<file path="src/rtl/fetch_unit.sv">
// ---------------------------------------------------------------------------
// fetch_unit
// Instruction fetch stage: walks the program counter, issues one request at a
// time to instruction memory and registers each returned instruction into the
// fetch-to-decode bundle.
//
// Parameters
//   DATA_LENGTH  instruction width
//   PC_WIDTH     address width
//   RESET_PC     first fetch address
//
// Ports
//   clk, rst                    clock, asynchronous active-high reset
//   imem_req_valid/ready/addr   request channel to instruction memory
//   imem_rsp_valid/data         response channel (no backpressure)
//   stall                       decode cannot take a new bundle
//   redirect_valid/redirect_pc  taken branch/jump, refetch from redirect_pc
//   ins_out, pc_out,
//   pc_plus4_out, ins_valid     fetch-to-decode bundle
//   state_dbg                   current FSM state (IDLE=0 REQ=1 WAIT=2 HOLD=3)
//
// Handshake: a request transfers on a rising edge where imem_req_valid and
// imem_req_ready are both 1; until then valid and addr stay stable unless a
// redirect retargets the request. A response transfers on any edge with
// imem_rsp_valid=1 while a request is outstanding; at most one request is
// ever outstanding.
//
// Build option: define FETCH_BUBBLE_NOP_EN to present addi x0,x0,0 on ins_out
// whenever ins_valid is 0; otherwise ins_out holds its last loaded value.
// ---------------------------------------------------------------------------
module fetch_unit #(
   parameter int                  DATA_LENGTH = 32,
   parameter int                  PC_WIDTH    = 32,
   parameter logic [PC_WIDTH-1:0] RESET_PC    = 32'h0000_0000
) (
   input  logic                   clk,
   input  logic                   rst,
   output logic                   imem_req_valid,
   input  logic                   imem_req_ready,
   output logic [PC_WIDTH-1:0]    imem_req_addr,
   input  logic                   imem_rsp_valid,
   input  logic [DATA_LENGTH-1:0] imem_rsp_data,
   input  logic                   stall,
   input  logic                   redirect_valid,
   input  logic [PC_WIDTH-1:0]    redirect_pc,
   output logic [DATA_LENGTH-1:0] ins_out,
   output logic [PC_WIDTH-1:0]    pc_out,
   output logic [PC_WIDTH-1:0]    pc_plus4_out,
   output logic                   ins_valid,
   output logic [1:0]             state_dbg
);

   typedef enum logic [1:0] {
      IDLE = 2'd0,
      REQ  = 2'd1,
      WAIT = 2'd2,
      HOLD = 2'd3
   } state_t;

   state_t                 state_q, state_d;
   logic [PC_WIDTH-1:0]    pc_q, pc_d, pc_inc;
   logic                   drop_q, drop_d;
   logic                   iv_q, iv_d;
   logic                   load;
   logic [DATA_LENGTH-1:0] ins_q;
   logic [PC_WIDTH-1:0]    pc_out_q, pc4_q;

   // Wraps naturally modulo 2^PC_WIDTH.
   assign pc_inc = pc_q + PC_WIDTH'(4);

   always_comb begin
      state_d = state_q;
      pc_d    = pc_q;
      drop_d  = drop_q;
      load    = 1'b0;
      case (state_q)
         IDLE: state_d = REQ;
         REQ: begin
            if (imem_req_ready) begin
               state_d = WAIT;
               // Accepted with the pre-redirect address: its response is stale.
               if (redirect_valid) drop_d = 1'b1;
            end
         end
         WAIT: begin
            if (imem_rsp_valid) begin
               drop_d = 1'b0;
               if (drop_q || redirect_valid) begin
                  state_d = REQ;
               end else begin
                  load    = 1'b1;
                  pc_d    = pc_inc;
                  state_d = stall ? HOLD : REQ;
               end
            end else if (redirect_valid) begin
               drop_d = 1'b1;
            end
         end
         HOLD: begin
            if (!stall || redirect_valid) state_d = REQ;
         end
         default: state_d = IDLE;
      endcase
      if (redirect_valid) pc_d = redirect_pc;

      // Bundle valid: flushed by redirect, set by a load, otherwise kept only
      // while decode is stalled (an unstalled edge consumes it).
      if (redirect_valid)  iv_d = 1'b0;
      else if (load)       iv_d = 1'b1;
      else if (stall)      iv_d = iv_q;
      else                 iv_d = 1'b0;
   end

   always_ff @(posedge clk or posedge rst) begin
      if (rst) begin
         state_q  <= IDLE;
         pc_q     <= RESET_PC;
         drop_q   <= 1'b0;
         iv_q     <= 1'b0;
         ins_q    <= '0;
         pc_out_q <= '0;
         pc4_q    <= '0;
      end else begin
         state_q <= state_d;
         pc_q    <= pc_d;
         drop_q  <= drop_d;
         iv_q    <= iv_d;
         if (load) begin
            ins_q    <= imem_rsp_data;
            pc_out_q <= pc_q;
            pc4_q    <= pc_inc;
         end
      end
   end

   assign imem_req_valid = (state_q == REQ);
   assign imem_req_addr  = pc_q;
   assign pc_out         = pc_out_q;
   assign pc_plus4_out   = pc4_q;
   assign ins_valid      = iv_q;
   assign state_dbg      = state_q;

`ifdef FETCH_BUBBLE_NOP_EN
   localparam logic [DATA_LENGTH-1:0] NOP_INS = DATA_LENGTH'(32'h0000_0013);
   assign ins_out = iv_q ? ins_q : NOP_INS;
`else
   assign ins_out = ins_q;
`endif

endmodule

</file>
<file path="config.mk">
export PLATFORM = sky130hd
export DESIGN_NAME = fetch_unit
export DESIGN_NICKNAME = d
export VERILOG_FILES = /design/src/rtl/fetch_unit.sv
export SDC_FILE = /design/constraint.sdc
export NUM_CORES = 1
export LEC_CHECK = 0
export CAP_MARGIN = 20
export CORE_MARGIN = 2
export CORE_UTILIZATION = 50
export DETAILED_ROUTE_END_ITERATION = 10
export DONT_BUFFER_PORTS = 1
export PLACE_DENSITY = 0.7
export SYNTH_ARGS = -nofsm -noshare
export SYNTH_HDL_FRONTEND = slang
export SYNTH_SLANG_ARGS = --single-unit
</file>
<file path="constraint.sdc">
create_clock -name clk -period 5.1 [get_ports clk]
set_input_delay 0.51 -clock clk [delete_from_list [all_inputs] [get_ports clk]]
set_output_delay 0.51 -clock clk [all_outputs]
set_load 0.05 [all_outputs]
</file>
# Word-level counts from Yosys, hierarchy flattened
# Cells that the tools add are included.
[word_totals]
reg_bits = 132
inputBits = 70
elab_cells = 46
[op_classes]
addsub = 1
eq_ne = 8
muxes = 20
n_reduce_logical = 10
[ops]
columns = ["op", "n"]
rows = [
  ["32-bit two-way mux", 4],
  ["32-bit by 3-bit adder with 32-bit output, second input constant", 1],
  ["2-bit two-way mux", 5],
  ["1-bit two-way mux", 9],
  ["2-bit one-hot mux with 4 select lines", 1],
  ["2-bit inequality test, second input constant", 3],
  ["3-bit AND reduction", 2],
  ["2-bit nonzero test", 3],
  ["2-bit equality test, second input constant", 2],
  ["3-bit by 1-bit inequality test with 1-bit output, second input constant", 1],
  ["2-bit by 1-bit equality test with 1-bit output, second input constant", 1],
  ["2-bit zero test", 1],
  ["1-bit logical OR", 2],
  ["2-bit by 1-bit inequality test with 1-bit output, second input constant", 1],
  ["1-bit one-hot mux with 2 select lines", 1],
  ["2-bit AND reduction", 1],
  ["1-bit zero test", 1],
]

# Logic depth before layout (Yosys ltp)
# Gate-level depths: netlist (run 1).
[depth]
depth_word = 6
ltp_mapped = 8
depth_no_buf = 6

# Worst setup path after synthesis (run 1)
# No wires, ideal clock.
[synth_path]
kind = "reg2reg"
start = "register pc_q[2], in the netlist imem_req_addr[2]"
end = "register pc_q[26], in the netlist imem_req_addr[26]"
n_path_buf = 1
slack_ns = 2.694
path_stages_with_launch = 7
t_arrival_ns = 2.254
required_time_ns = 4.948
setup_time_ns = 0.152
synth_period_minus_slack_ns = 2.406
path_cell_list = "dfrtp_1 -> ha_1 -> nand3_1 -> or4_1 -> buf_2 -> o311ai_0 -> o311ai_0"
[synth_between]
elab_chain_cells = 5
[synth_lines]
columns = ["item", "line", "text"]
rows = [
  ["start: declaration", "61", "logic [PC_WIDTH-1:0] pc_q, pc_d, pc_inc;"],
  ["start signal: assignment", "125", "pc_q <= pc_d;"],
  ["32-bit by 3-bit adder with 32-bit output", "69", "assign pc_inc = pc_q + PC_WIDTH'(4);"],
  ["32-bit two-way mux", "88", "if (drop_q || redirect_valid) begin"],
  ["32-bit two-way mux", "86", "if (imem_rsp_valid) begin"],
  ["32-bit two-way mux", "76", "case (state_q)"],
  ["32-bit two-way mux", "104", "if (redirect_valid) pc_d = redirect_pc;"],
]
# Every way passes these cells. The select of a mux whose other input is x is not followed.
# A chain may end at the register's enable or synchronous reset.

# Worst setup path in the final report (run 1)
[layout_path]
start = "register state_q[1], in the netlist state_dbg[1]"
end = "register pc4_q[31], in the netlist pc_plus4_out[31]"
[layout_between]
elab_chain_cells = 2
[layout_lines]
columns = ["item", "line", "text"]
rows = [
  ["start: declaration", "60", "state_t state_q, state_d;"],
  ["start signal: assignment", "124", "state_q <= state_d;"],
  ["2-bit equality test", "76", ""],
  ["1-bit two-way mux", "76", ""],
  ["end signal: assignment", "131", "pc4_q <= pc_inc;"],
  ["end: declaration", "66", "logic [PC_WIDTH-1:0] pc_out_q, pc4_q;"],
]
# Every way passes these cells.

==> flow_metrics.py, run 1 <==
metrics = {
    "status": {
        "status": "finished, final reports clean",
    },
    "grt": {
        "grt.busiest_layer": "met2",
        "grt_pass1_vias": 4679,
        "grt_max_degree": 100,
        "antenna_found_initial": 1,
        "grt_overflow_total": 0,
        "globalRouteMet2Util_pct": 39.6,
        "met3_usage_pct": 11.3,
        "grt_pass1_wl_um": 24700,
        "grt_use_total_pct": 24.7,
        "use_met1_pct": 29.2,
    },
    "timing": {
        "min_period_ps": 3240,
        "drv_slew": 0,
        "fin_ws_ps": 1860,
        "setup_viol": 0,
        "hold_viol_final": 0,
        "fin_skew_ps": 8.67,
        "fmax_mhz": 308,
        "final.period_utilization_pct": 63.6,
        "rsz0062_at_grt": "no",
        "slew_headroom_pct": 31.9,
        "fin_tns_setup_ps": 0,
        "tightest_slew_ps": 1020,
    },
    "place": {
        "dpl.cell_count": 781,
        "io_buffers": 0,
        "hpwl_um": 10900,
        "gp_congestion": 0.866,
        "pre_cts_ws_ps": 1870,
        "placed_cell_area_mm2": 0.00611,
    },
    "yosys": {
        "yosysSeqAreaShare_pct": 53.3,
        "avgSynthCellArea_um2": 8.92,
        "synth_common_cells": "nand2_1 (222), dfrtp_1 (130), o21ai_0 (41), nor2_1 (35), clkbuf_1 (32)",
        "ys.flop_type": "dfrtp_1",
        "ys_ff_latch": 130,
        "synth-edff-count": 0,
        "synth_top_family_by_area": "simple AND/OR/NAND/NOR gates",
        "synthTopCellsByArea": "dfrtp_1 (53%), nand2_1 (14%), o21ai_0 (3.4%)",
        "ys_warn_count": 0,
        "syn_inst": 684,
        "synthSimpleGateAreaFrac_pct": 26.7,
        "synthMuxAreaShare_pct": 0.882,
        "post_synth_num_cell_types": 46,
        "synth_top_area_share_pct": 53.3,
        "synth_adder_area_share_pct": 0.820,
        "synth_fp_nets": 758,
        "synth-xor-area-share_pct": 3.73,
        "synth_top_cell_by_area": "dfrtp_1",
        "synth_compound_area_share_pct": 10.3,
        "async_reset_ff_share_pct": 100,
        "syn_area_mm2": 0.00610,
        "yosysMostFrequentCell": "nand2_1",
    },
    "finish": {
        "final_nets": 727,
        "fin_util_pct": 56.3,
        "syn2layout_area_growth_pct": 10.3,
        "design_area_mm2": 0.00673,
        "fillerInstances": 1052,
        "fin_cells": 814,
        "drive_gt1_share_pct": 7.06,
    },
    "routing": {
        "drc": 0,
        "routed_wl_um": 16000,
        "vias_per_cell": 5.95,
        "drt-pass1-iter-count": 5,
        "first_iter_violations": 337,
        "num_vias": 4847,
        "wl_per_cell_um": 19.7,
        "antenna_left": 0,
    },
    "critical_path": {
        "worstPathMaxFanout": 99,
        "reg2reg_from": "state_dbg[1]",
        "path_class": "flip-flop to flip-flop",
        "r2r_end": "pc_plus4_out[31]",
        "startpoint_type": "flip-flop",
        "reg2regPathDepth": 5,
        "cp.required_ps": 5430,
        "worstPathArrival_ps": 3580,
        "reg2reg_slack_ps": 1860,
        "worst_setup_path_end_kind": "flip-flop",
    },
    "die": {
        "coreArea_mm2": 0.0120,
        "dieHeight_um": 114,
        "io_pins": 202,
        "rows": 40,
        "dieArea_mm2": 0.0131,
        "start_util_pct": 51.0,
        "die_w_um": 114,
    },
    "min_path": {
        "hold_path.class": "input pin to async pin",
    },
    "cts": {
        "path_clk_slew_ps": 50,
        "cts_sinks": 130,
        "cts_buffer_depth": 2,
        "cts_tree": "done",
        "worstSkewPairLatency_ps": 420,
        "cts_setup_buffers": 0,
        "cts_buffers": 17,
        "holdBufCountCts": 0,
        "htreeDepth": 4,
        "cts_resized": 0,
        "cts_root_buffer": "clkbuf_16",
    },
    "power": {
        "p_leak_nw": 3.03,
        "vdd_drop_max_uv": 353,
        "power.density_mw_per_mm2": 711,
    },
    "run": {
        "drv_cap": 0,
    },
}
## worst max-delay path, cell delays in order, from the launching register on
cell and delay (ps):
dfrtp_1 700, ha_1 360, and3b_1 570, nand2_4 630, or4_1 740, o211ai_1 100
## worst max path at each step
stage                           startpoint           endpoint  slack [ps]
final                         state_dbg[1]   pc_plus4_out[31]        1860
after global placement        state_dbg[1]   pc_plus4_out[31]        1970
after floorplan                        rst             drop_q        1120
after global routing      imem_req_addr[2]  imem_req_addr[26]        1660
after CTS                     state_dbg[1]   pc_plus4_out[31]        1870
after detailed placement      state_dbg[1]   pc_plus4_out[31]        1870
## power breakdown
group | leakage (nW) | switching [mW] | internal, mW
combinational | 1.08 | 0.311 | 0.216
sequential | 1.64 | 1.62 | 1.36
clock | 0.304 | 0.430 | 0.840
total | 3.03 | 2.36 | 2.42
## cell type report
cell class              instances  area, um^2  area share, %
multi-input cells             492        2600           38.6
flip-flops and latches        130        3250           48.3
clock buffers                  22         464           6.89
clock inverters                10         156           2.32
inverters                       9        38.8          0.576
repair buffers                  3        35.0          0.520
well taps                     147         184           2.73
diodes                          1        2.50         0.0372
## registers in the layout, indices dropped and copies added, names as in the netlist
register and count:
drop_q 1, imem_req_addr 32, ins_out 32, ins_valid 1, pc_out 32, pc_plus4_out 30
state_dbg 2
## through the flow
| stage | total power [mW] | hold slack (ps) |
|---|---|---|
| after global placement | 3.50 | 510 |
| after global routing | 4.99 | 107 |
| after floorplan | 3.36 | 458 |
| final | 4.78 | 58.0 |
| after detailed placement | 3.54 | 524 |
| after CTS | 4.81 | 77.8 |
## logic make-up (layout without fill, tap and decap cells)
kind of cell / count (synthesis) / in the layout
AOI/OAI and AO/OA: 100 / 100
xor gates and xnor gates: 26 / 26
adders and majority gates: 4 / 4
buffers and inverters: 62 / 44
DFF: 130 / 130
muxes: 5 / 5
other: 0 / 1
and+or+nand+nor: 357 / 357
## placed cells by master, fill, tap and decap left out, types with 3 or more instances in the layout
| cell type | instances |
|---|---|
| nand3_1 | 18 |
| nor3_1 | 7 |
| and2_1 | 4 |
| o311ai_0 | 5 |
| inv_1 | 7 |
| xnor2_1 | 18 |
| ha_1 | 4 |
| dfrtp_1 | 130 |
| xor2_1 | 8 |
| clkinv_2 | 4 |
| or2_2 | 3 |
| nor4_1 | 11 |
| clkbuf_1 | 3 |
| nand4_1 | 11 |
| or4_1 | 16 |
| mux2_2 | 3 |
| a21o_1 | 5 |
| bufinv_16 | 4 |
| o21ai_0 | 41 |
| nand2_1 | 221 |
| nand2b_1 | 4 |
| nor2_1 | 34 |
| or3_1 | 12 |
| clkbuf_16 | 17 |
| a31oi_1 | 25 |
| o31ai_1 | 12 |
| and4_1 | 4 |
## routing by layer
layer	wire, um	part of all wire, %
met1	6400	40
met2	7550	47
met3	1710	11
met4	359	2.2
met5	0	0
Note: power is estimated with default switching activity, not from simulation.
==> run 2: changes to the inputs <==
==> constraint.sdc (replaced) <==
create_clock -name clk -period 3 [get_ports clk]
set_input_delay 0.3 -clock clk [delete_from_list [all_inputs] [get_ports clk]]
set_output_delay 0.3 -clock clk [all_outputs]
set_load 0.05 [all_outputs]
==> run 2 against run 1 <==
Utilization grew 6.2 points. Total power grew 77%. Register-to-register slack lost 1300 ps. Maximum frequency grew 35%. Clock-buffer cell count shrank 2. Worst setup slack lost 1300 ps. First-iteration DRC count grew 33%. Sequential power grew 63%. Wire length grew 8.2%. Critical path depth is the same. Via count grew 7.0%.
==> flow_metrics.py, run 2 (synthesis gave the netlist of run 1 again) <==
metrics = {
    "status": {
        "status": "finished, final reports clean",
    },
    "min_path": {
        "whs_path_depth": 2,
        "hold_start": "redirect_pc[3]",
        "hold_end": "imem_req_addr[3]",
        "hold_path.class": "input pin to flip-flop",
    },
    "cts": {
        "cts_buffers": 17,
        "cts_buffer_depth": 2,
        "htreeDepth": 4,
        "cts_root_buffer": "clkbuf_16",
        "worstSkewPairLatency_ps": 420,
        "cts_sinks": 130,
        "cts_tree": "done",
        "path_clk_slew_ps": 60,
        "cts_resized": 0,
    },
    "place": {
        "dpl.cell_count": 816,
        "io_buffers": 0,
        "gp_congestion": 0.880,
        "hpwl_um": 11600,
        "placed_cell_area_mm2": 0.00640,
        "pre_cts_ws_ps": 615,
    },
    "finish": {
        "final_common_cell": "nand2_1",
        "n_antenna_cell": 0,
        "fin_util_pct": 62.5,
        "fin_cells": 890,
        "final_cell_mix": "nand2_1 (221), dfrtp_1 (130), dlygate4sd3_1 (42)",
        "drive_gt1_share_pct": 11.3,
        "syn2layout_area_growth_pct": 22.5,
        "final_nets": 804,
        "design_area_mm2": 0.00748,
    },
    "routing": {
        "first_iter_violations": 447,
        "drc": 0,
        "wl_per_cell_um": 19.5,
        "vias_per_cell": 5.82,
        "drt-pass1-iter-count": 5,
        "routed_wl_um": 17300,
        "antenna_left": 0,
        "num_vias": 5184,
    },
    "critical_path": {
        "path_class": "flip-flop to flip-flop",
        "cp.required_ps": 3250,
        "worstPathMaxFanout": 9,
        "reg2reg_from": "imem_req_addr[2]",
        "worst_setup_path_end_kind": "flip-flop",
        "reg2reg_slack_ps": 610,
        "worstPathArrival_ps": 2640,
        "r2r_end": "imem_req_addr[22]",
        "reg2regPathDepth": 5,
        "startpoint_type": "flip-flop",
        "cp-startpoint": "imem_req_addr[2]",
    },
    "timing": {
        "fmax_mhz": 418,
        "tightest_slew_ps": 919,
        "fin_tns_setup_ps": 0,
        "drv_slew": 0,
        "rsz0062_at_grt": "no",
        "final.period_utilization_pct": 79.8,
        "setup_viol": 0,
        "slew_headroom_pct": 38.7,
        "min_period_ps": 2390,
        "fin_ws_ps": 607,
        "worst_hold_slack_ps": 12.8,
        "hold_viol_final": 0,
        "fin_skew_ps": 9.34,
    },
    "die": {
        "die_w_um": 114,
        "dieHeight_um": 114,
        "start_util_pct": 51.0,
        "coreArea_mm2": 0.0120,
        "dieArea_mm2": 0.0131,
        "io_pins": 202,
        "rows": 40,
    },
    "grt": {
        "grt_pass1_vias": 5236,
        "grt_use_total_pct": 27.6,
        "grt_max_degree": 79,
        "grt_overflow_total": 0,
        "antenna_found_initial": 0,
        "grt_pass1_wl_um": 27700,
    },
    "run": {
        "drv_cap": 0,
    },
    "power": {
        "total_power_mw": 8.45,
        "p_leak_nw": 3.39,
        "power.density_mw_per_mm2": 1130,
        "vdd_drop_max_uv": 756,
    },
}
==> run 2: changes by cell type in the layout (fill, tap and decap cells not counted) <==
| cell | delta |
|---|---|
| dlygate4sd3_1 | +42 |
| buf_4 | +33 |
| buf_12 | +2 |
| clkbuf_1 | -2 |
| clkinv_2 | -2 |
| bufinv_16 | +1 |
| clkinv_4 | +1 |
| clkinvlp_4 | +1 |
| diode_2 | -1 |
| inv_6 | +1 |
==> run 2: report_power, final <==
group | switching [mW] | internal (mW)
clock | 0.778 | 1.52
combinational | 0.797 | 0.482
sequential | 2.55 | 2.32
total | 4.12 | 4.33
==> run 2: per-layer routing <==
metal	share of wire, %	vias to the layer above	GRT usage (%)	routed length, um
li1	-	2426	-	-
met1	39	2499	32.5	6810
met2	50	228	45.9	8640
met3	8.1	31	8.58	1410
met4	2.8	0	13.1	484
met5	0	-	0	0
==> run 2: what timing repair did <==
item,CTS,global route
buffers inserted,0,0
endpoints found under the hold margin,126,0
setup endpoints to repair,0,0
hold buffers,42,0
==> run 2: worst max path at each step <==
stage	slack, ps	cells after the start	end
floorplan	590	6	imem_req_addr[26]
global placement	810	7	pc_plus4_out[31]
detailed placement	610	5	imem_req_addr[22]
CTS	590	5	imem_req_addr[22]
global route	500	7	imem_req_addr[21]
finish	610	5	imem_req_addr[22]
==> run 2: cell type report <==
type | count | area [um^2]
Clock buffer | 20 | 457
Clock inverter | 12 | 203
Sequential cell | 130 | 3250
Inverter | 9 | 37.5
Fill cell | 992 | 4490
Multi-Input combinational cell | 492 | 2600
Timing Repair Buffer | 80 | 743
Tap cell | 147 | 184
==> run 2: worst max-delay path, stage by stage (launching register included) <==
cell	delay, ps
dfrtp_1	470
ha_1	240
nand3_1	190
or4_1	700
o311ai_0	390
o311ai_0	230
==> run 3: changes to the inputs <==
--- a/config.mk
+++ b/config.mk
@@ -10,7 +10,7 @@
 export CORE_UTILIZATION = 50
 export DETAILED_ROUTE_END_ITERATION = 10
 export DONT_BUFFER_PORTS = 1
-export PLACE_DENSITY = 0.7
+export PLACE_DENSITY = 0.73
 export SYNTH_ARGS = -nofsm -noshare
 export SYNTH_HDL_FRONTEND = slang
 export SYNTH_SLANG_ARGS = --single-unit
==> constraint.sdc (replaced) <==
create_clock -name clk -period 2 [get_ports clk]
set_input_delay 0.2 -clock clk [delete_from_list [all_inputs] [get_ports clk]]
set_output_delay 0.2 -clock clk [all_outputs]
set_load 0.05 [all_outputs]
==> run 3 against run 2 <==
Largest cell class unchanged. Global-route usage up 0.64 points. Cell count increased by 7.0%. Combinational power is 80% higher. Sequential cell count is the same. Via count grew 7.0%. Largest power group unchanged. Worst setup slack got worse by 590 ps. Sequential power is 47% higher. Critical path type unchanged. Cell area is 8.6% higher. Total power rose by 50%. Clock power grew 40%.
==> flow_metrics.py, run 3 (synthesis gave the netlist of run 1 again) <==
metrics = {
    "routing": {
        "first_iter_violations": 393,
        "num_vias": 5548,
        "drt-pass1-iter-count": 5,
        "antenna_left": 0,
        "drc": 0,
        "wl_per_cell_um": 19.5,
        "routed_wl_um": 18500,
        "vias_per_cell": 5.83,
    },
    "grt": {
        "grt_overflow_total": 0,
        "antenna_found_initial": 0,
        "grt_max_degree": 62,
        "grt_pass1_vias": 5570,
        "grt_use_total_pct": 28.2,
        "grt_pass1_wl_um": 28500,
    },
    "place": {
        "placed_cell_area_mm2": 0.00670,
        "hpwl_um": 12300,
        "gp_congestion": 0.841,
        "io_buffers": 0,
    },
    "timing": {
        "fin_tns_setup_ps": 0,
        "final.period_utilization_pct": 99.0,
        "fmax_mhz": 505,
        "setup_viol": 0,
        "drv_slew": 0,
        "tightest_slew_ps": 620,
        "min_period_ps": 1980,
        "rsz0062_at_grt": "yes",
        "slew_headroom_pct": 58.3,
        "fin_skew_ps": 9.39,
        "hold_viol_final": 0,
    },
    "die": {
        "rows": 40,
        "dieHeight_um": 114,
        "start_util_pct": 51.0,
        "io_pins": 202,
        "coreArea_mm2": 0.0120,
        "dieArea_mm2": 0.0131,
        "die_w_um": 114,
    },
    "status": {
        "status": "finished, final reports clean",
    },
    "cts": {
        "path_clk_slew_ps": 60,
        "cts_sinks": 130,
        "cts_buffer_depth": 2,
        "cts_buffers": 17,
        "cts_root_buffer": "clkbuf_16",
        "htreeDepth": 4,
        "cts_tree": "done",
        "worstSkewPairLatency_ps": 410,
    },
    "critical_path": {
        "path_class": "flip-flop to flip-flop",
        "worst_setup_path_end_kind": "flip-flop",
        "startpoint_type": "flip-flop",
        "reg2reg_slack_ps": 20,
        "worstPathArrival_ps": 2310,
        "worstPathMaxFanout": 11,
        "r2r_end": "imem_req_addr[21]",
        "cp.required_ps": 2330,
        "reg2reg_from": "state_dbg[0]",
        "reg2regPathDepth": 6,
    },
    "finish": {
        "final_nets": 868,
        "fin_util_pct": 67.9,
        "syn2layout_area_growth_pct": 33.1,
        "design_area_mm2": 0.00812,
        "final_cell_mix": "nand2_1 (221), dfrtp_1 (103), dlygate4sd3_1 (68)",
        "n_antenna_cell": 0,
        "final_common_cell": "nand2_1",
        "drive_gt1_share_pct": 19.5,
    },
    "min_path": {
        "whs_path_depth": 2,
        "hold_path.class": "input pin to flip-flop",
        "hold_start": "redirect_valid",
        "hold_end": "imem_req_addr[19]",
    },
    "power": {
        "power.density_mw_per_mm2": 1560,
        "vdd_drop_max_uv": 1060,
        "total_power_mw": 12.7,
        "p_leak_nw": 3.65,
    },
    "run": {
        "drv_cap": 0,
    },
}
run 3: changes by cell type in the layout (fill, tap and decap cells not counted), sizes merged:
cell         change
buf             +37
dlygate4sd3     +26
clkbuf           +5
bufinv           -2
clkinv           -2
inv              -2
clkinvlp         -1
or3              +1
run 3: layer usage:
metal,global-route usage [%],up-vias,wire (um)
li1,-,2551,-
met1,33.6,2705,7410
met2,48.3,260,9150
met3,8.73,32,1550
met4,10.1,0,428
met5,0,-,0
run 3: final cells by class:
| type | instances | area, um^2 |
|---|---|---|
| clock buffer | 25 | 515 |
| inverter | 9 | 37.5 |
| fill | 882 | 3840 |
| clock inverter | 5 | 100 |
| tap | 147 | 184 |
| timing repair buffer | 143 | 1310 |
| multi-input combinational | 493 | 2690 |
| sequential | 130 | 3290 |
run 3: worst max path at each step:
stage / start / end / slack [ps] / cells after the start
6_report: state_dbg[0] / imem_req_addr[21] / 20 / 6
5_1_grt: state_dbg[0] / imem_req_addr[23] / -90 / 6
4_1_cts: imem_req_addr[3] / imem_req_addr[30] / 20 / 6
3_5_place_dp: imem_req_addr[3] / imem_req_addr[24] / -60 / 5
3_3_place_gp: imem_req_addr[3] / imem_req_addr[24] / -30 / 5
2_1_floorplan: imem_req_addr[4] / pc_plus4_out[31] / -130 / 6
run 3: power by group:
part           switching, mW  internal (mW)
Sequential              3.65           3.50
Clock                   1.07           2.14
Combinational           1.44          0.861
run 3: stage by stage:
stage               cells  hold slack [ps]  setup slack [ps]
floorplan             684              305              -126
global placement      846              163             -34.9
detailed placement    846              183             -60.2
CTS                   946             1.93              20.8
global route          952             4.34             -93.2
finish                952             7.84              20.1
run 3: critical path, cell delays in order, from the launching register on:
cell      delay, ps
dfrtp_2         400
inv_1            80
ha_2            220
and3b_1         190
nand2b_1        240
or4_1           570
a31oi_1         180
run 3: repair_timing:
| action | in CTS | in global routing |
|---|---|---|
| setup endpoints to repair | 7 | 15 |
| buffers inserted | 1 | 5 |
| hold endpoints to repair | 89 | 0 |
| gates resized for setup | 4 | 7 |
| gates cloned | 0 | 1 |
| pin swaps | 0 | 6 |
| hold buffers | 69 | 0 |
